`src/rtl/des_key_schedule_seq.sv`:
```
// Sequential DES key schedule: streams one rotated C||D word per round over valid/ready,
// in encrypt or decrypt order, from a single shared pair of half-rotators.
module des_half_rot #(
    parameter int HALF_W = 28,
    parameter int AMT_W  = 5
) (
    input  logic [HALF_W-1:0] x,
    input  logic [AMT_W-1:0]  amt,
    output logic [HALF_W-1:0] y
);
    logic [2*HALF_W-1:0] dbl;

    // Upper half of {x,x} << amt is x rotated left by amt (amt < HALF_W).
    assign dbl = {x, x} << amt;
    assign y   = dbl[2*HALF_W-1:HALF_W];
endmodule

module des_key_schedule_seq #(
    parameter int                HALF_W    = 28,
    parameter int                ROUNDS    = 16,
    parameter logic [ROUNDS-1:0] SHIFT_MAP = 16'h8103,
    parameter int                RIDX_W    = 5
) (
    input  logic                  clk,
    input  logic                  rst_n,
    input  logic                  start,
    input  logic                  decrypt,
    input  logic [2*HALF_W-1:0]   key_in,
    output logic                  busy,
    output logic                  rk_valid,
    input  logic                  rk_ready,
    output logic [2*HALF_W-1:0]   rk_data,
    output logic [RIDX_W-1:0]     rk_round,
    output logic                  done
);
    localparam int AMT_W = $clog2(HALF_W);

    function automatic int total_shift();
        int t;
        t = 0;
        for (int i = 0; i < ROUNDS; i++) t += SHIFT_MAP[i] ? 1 : 2;
        return t % HALF_W;
    endfunction

    localparam logic [AMT_W-1:0] TOTAL_AMT = AMT_W'(total_shift());
    localparam logic [AMT_W-1:0] FIRST_AMT = SHIFT_MAP[0] ? AMT_W'(1) : AMT_W'(2);

    typedef enum logic [1:0] {IDLE, RUN, DONE} state_t;

    state_t                     state, state_nxt;
    logic                       dec_q, dec_nxt;
    logic [2*HALF_W-1:0]        data_nxt;
    logic [RIDX_W-1:0]          round_nxt, step_idx;
    logic                       step_one;
    logic [AMT_W-1:0]           step_amt, rot_amt;
    logic [1:0][HALF_W-1:0]     rot_in, rot_out;

    // C and D rotate independently; index 1 is C, index 0 is D.
    for (genvar g = 0; g < 2; g++) begin : g_half
        des_half_rot #(.HALF_W(HALF_W), .AMT_W(AMT_W)) u_rot (
            .x   (rot_in[g]),
            .amt (rot_amt),
            .y   (rot_out[g])
        );
    end

    always_comb begin
        // Encrypt moves to round r+1 using bit r; decrypt undoes round ROUNDS-r+1 (bit ROUNDS-r).
        step_idx = dec_q ? (RIDX_W'(ROUNDS) - rk_round) : rk_round;
        step_one = 1'b0;
        for (int i = 0; i < ROUNDS; i++)
            if (step_idx == RIDX_W'(i)) step_one = SHIFT_MAP[i];
        step_amt = step_one ? AMT_W'(1) : AMT_W'(2);
    end

    always_comb begin
        state_nxt = state;
        dec_nxt   = dec_q;
        data_nxt  = rk_data;
        round_nxt = rk_round;
        rot_in    = rk_data;
        // A right rotate by n is a left rotate by HALF_W-n.
        rot_amt   = dec_q ? (AMT_W'(HALF_W) - step_amt) : step_amt;
        case (state)
            IDLE: begin
                rot_in  = key_in;
                rot_amt = decrypt ? TOTAL_AMT : FIRST_AMT;
                if (start) begin
                    state_nxt = RUN;
                    dec_nxt   = decrypt;
                    data_nxt  = rot_out;
                    round_nxt = RIDX_W'(1);
                end
            end
            RUN: begin
                if (rk_ready) begin
                    if (rk_round == RIDX_W'(ROUNDS)) begin
                        state_nxt = DONE;
                    end else begin
                        data_nxt  = rot_out;
                        round_nxt = rk_round + RIDX_W'(1);
                    end
                end
            end
            DONE:    state_nxt = IDLE;
            default: state_nxt = IDLE;
        endcase
    end

    always_ff @(posedge clk or negedge rst_n) begin
        if (!rst_n) begin
            state    <= IDLE;
            dec_q    <= 1'b0;
            rk_data  <= '0;
            rk_round <= '0;
        end else begin
            state    <= state_nxt;
            dec_q    <= dec_nxt;
            rk_data  <= data_nxt;
            rk_round <= round_nxt;
        end
    end

    assign busy     = (state == RUN);
    assign rk_valid = (state == RUN);
    assign done     = (state == DONE);
endmodule

```
`config.mk`:
```
export PLATFORM = sky130hd
export DESIGN_NAME = des_key_schedule_seq
export DESIGN_NICKNAME = d
export VERILOG_FILES = /design/src/rtl/des_key_schedule_seq.sv
export SDC_FILE = /design/constraint.sdc
export NUM_CORES = 1
export LEC_CHECK = 0
export CELL_PAD_IN_SITES_DETAIL_PLACEMENT = 1
export CELL_PAD_IN_SITES_GLOBAL_PLACEMENT = 2
export CORE_AREA = 4 4 146 148
export DETAILED_ROUTE_END_ITERATION = 10
export DIE_AREA = 0 0 150 152
export PLACE_DENSITY_LB_ADDON = 0.2
export SYNTH_ARGS = -nofsm -noshare
export SYNTH_HDL_FRONTEND = slang
export SYNTH_SLANG_ARGS = --single-unit
```
`constraint.sdc`:
```
create_clock -name clk -period 3.6 [get_ports clk]
set_input_delay 0.72 -clock clk [delete_from_list [all_inputs] [get_ports clk]]
set_output_delay 0.72 -clock clk [all_outputs]
set_load 0.005 [all_outputs]
```
==> results.json <==
{
  "status": "complete, no violations",
  "utilization": 0.395,
  "post_cts_buffers": 0,
  "start_util": 0.297,
  "grt-ovfl-total": 0,
  "finalNetCount": 939,
  "die_y_um": 152,
  "ys_seq_area_frac": 0.269,
  "ys_ff_latch": 64,
  "startpoint_type": "register",
  "intPower_mw": 4.94,
  "fin_hold_ws_ns": 0.470,
  "fin_cells": 1150,
  "hp-class": "input pin to async pin",
  "num_vias": 6971,
  "rows": 52,
  "grt_pass1_wl_um": 44100,
  "grt_use_total": 0.247,
  "gp_congestion": 0.887,
  "remaining_drc_errors": 0,
  "peakVddDrop_mv": 0.587,
  "fillCellCount": 2440,
  "pwr-share-clk": 0.094,
  "synth_cell_types": 77,
  "cp_max_fo": 18,
  "wire_per_inst_um": 24.9,
  "ctsRootBufferMaster": "clkbuf_16",
  "finalWirelength_um": 28600,
  "worstPathRequired_ns": 3.84,
  "synth_ff_type": "dfrtp_1",
  "antenna_left": 0,
  "ctsHoldBuffers": 0,
  "synth-edff-count": 0,
  "tightestPinTransition_ns": 0.864,
  "final_area_um2": 7920,
  "rsz0062_at_grt": "no",
  "syn_to_final_growth_pct": 32.8,
  "period_share": 0.945,
  "worstSkewPairLatency_ns": 0.35,
  "setup_viol": 0,
  "cts_num_sinks": 64,
  "finalWorstPathRequiredPeriod_ns": 3.40,
  "cts_buffers": 9,
  "cp.arrival_ns": 3.64,
  "antenna_found_initial": 0,
  "synth.top_cells.by_count": "nand2_1, dfrtp_1, a21oi_1, mux2i_1, nor2_1",
  "port_buffers": 124,
  "comb_power_share": 0.735,
  "p_leak_nw": 3.14,
  "max_slew_margin": 0.424,
  "synth_area_per_cell_um2": 7.74,
  "clockBufferDepth": 2,
  "synth_top_area_share": 0.269,
  "synth_top_area_cell": "dfrtp_1",
  "finalSetupTns_ns": 0,
  "placed_area_um2": 7600,
  "drtIter0Drc": 530,
  "p_sw_frac": 0.533,
  "p_switching_mw": 5.63,
  "fmax_mhz": 294,
  "ff_latch_area_um2": 1600,
  "cts_tree": "built",
  "yosysMostFrequentCell": "nand2_1",
  "synthesis.instances": 770,
  "syn-num-nets": 834,
  "drv_cap": 0,
  "multi_input_area_um2": 4040,
  "finClkSkew_ns": 0.00909,
  "cts.htree.levels": 3,
  "drive_gt1_frac": 0.100,
  "die-area_um2": 22800,
  "pwr-share-seq": 0.171,
  "cts_resized": 0,
  "dr.pass1.iters": 5,
  "syn_area_um2": 5960,
  "path_clk_slew_ns": 0.06,
  "finalHoldViolations": 0,
  "grt_pass1_vias": 7110,
  "design.core.area_um2": 20000,
  "grt_max_degree": 38,
  "maxSlewViolCount": 0,
  "vias_per_cell": 6.06,
  "yosysWarnings": 0,
  "crit_type": "register to register",
  "die_x_um": 150,
  "place_inst": 1134,
  "endpoint_kind": "register",
  "powerDensity_nw_per_um2": 1340,
  "ys_top_cells_by_area": "dfrtp_1, mux2i_1, nand2_1, a21oi_1, o21ai_0",
  "hpwl_um": 20200,
  "synthArstFlopShare": 1.00,
  "antenna_cells": 0,
  "ios": 125
}
through the flow:
stage / setup WS [ns] / power (mW)
after floorplan: 0.379 / 6.45
after global placement: 0.435 / 9.30
after detailed placement: 0.265 / 9.46
after CTS: 0.242 / 10.5
after global routing: 0.0199 / 11.3
final: 0.199 / 10.6
critical path, stage by stage (launching register included):
cell and delay, ns:
dfrtp_1 0.48, inv_1 0.10, ha_1 0.20, nor3b_1 0.14
ha_1 0.34, and3b_1 0.35, o211a_2 0.26, mux2i_4 0.09
a21oi_4 0.43, buf_4 0.37, mux2i_1 0.24, a221oi_1 0.10
a21o_1 0.17
area by class of cell:
| cell class | count | area share |
|---|---|---|
| multi-input cells | 630 | 0.510 |
| well taps | 270 | 0.0427 |
| inverters | 5 | 0.00237 |
| clock inverters | 3 | 0.00822 |
| clock buffers | 13 | 0.0316 |
| repair buffers | 165 | 0.202 |
| flip-flops and latches | 64 | 0.202 |
flip-flops by register name, indices dropped and copies added (netlist names):
| register | cells |
|---|---|
| state | 2 |
| rk_round | 5 |
| dec_q | 1 |
| rk_data | 56 |
per-layer routing:
layer  routed length (um)  global-route usage
met3                 1690              0.0378
met2                13400               0.392
met1                12800               0.346
met4                  675              0.0776
met5                    0                   0
power by group through the flow:
stage                     registers (mW)  logic, mW  clock network (mW)
after floorplan                     1.53       4.92                   0
after global placement              1.79       7.51                   0
after detailed placement            1.80       7.66                   0
after CTS                           1.79       7.70                1.01
after global routing                1.86       8.35                1.04
final                               1.80       7.77               0.999
cell families after synthesis:
family,share of synthesized area
simple gates,0.209
mux,0.127
flops,0.269
xor+xnor,0.0151
compound gates,0.315
buf+inv,0.0581
fa+ha+maj,0.00630
layout by cell type, fill, tap and decap left out, drive strengths merged, types with 5 or more instances in the layout:
cell	count
a211oi	19
a21oi	64
a221oi	11
a22o	9
a22oi	5
a31oi	11
and3	11
buf	43
clkbuf	13
clkdlybuf4s50	122
dfrtp	64
inv	5
mux2	11
mux2i	61
nand2	141
nand3	25
nor2	50
nor2b	9
nor3	11
nor4	5
o211ai	9
o21ai	59
o221ai	11
o22ai	15
o311ai	6
o31ai	10
o41ai	7
xor2	5
final timing paths:
kind	slack (ns)	to	from	cells after the start
max	0.20	rk_data[27]$_DFFE_PN0P_	rk_round[1]$_DFFE_PN0P_	12
min	0.47	rk_round[3]$_DFFE_PN0P_	rst_n	1
max reg2reg	0.20	rk_data[27]$_DFFE_PN0P_	rk_round[1]$_DFFE_PN0P_	12
min reg2reg	0.56	rk_data[46]$_DFFE_PN0P_	rk_data[46]$_DFFE_PN0P_	2
max in group asynchronous	2.41	rk_data[10]$_DFFE_PN0P_	rst_n	2
min in group clk	0.56	rk_data[46]$_DFFE_PN0P_	rk_data[46]$_DFFE_PN0P_	2
Power figures use the tool's default switching activity.
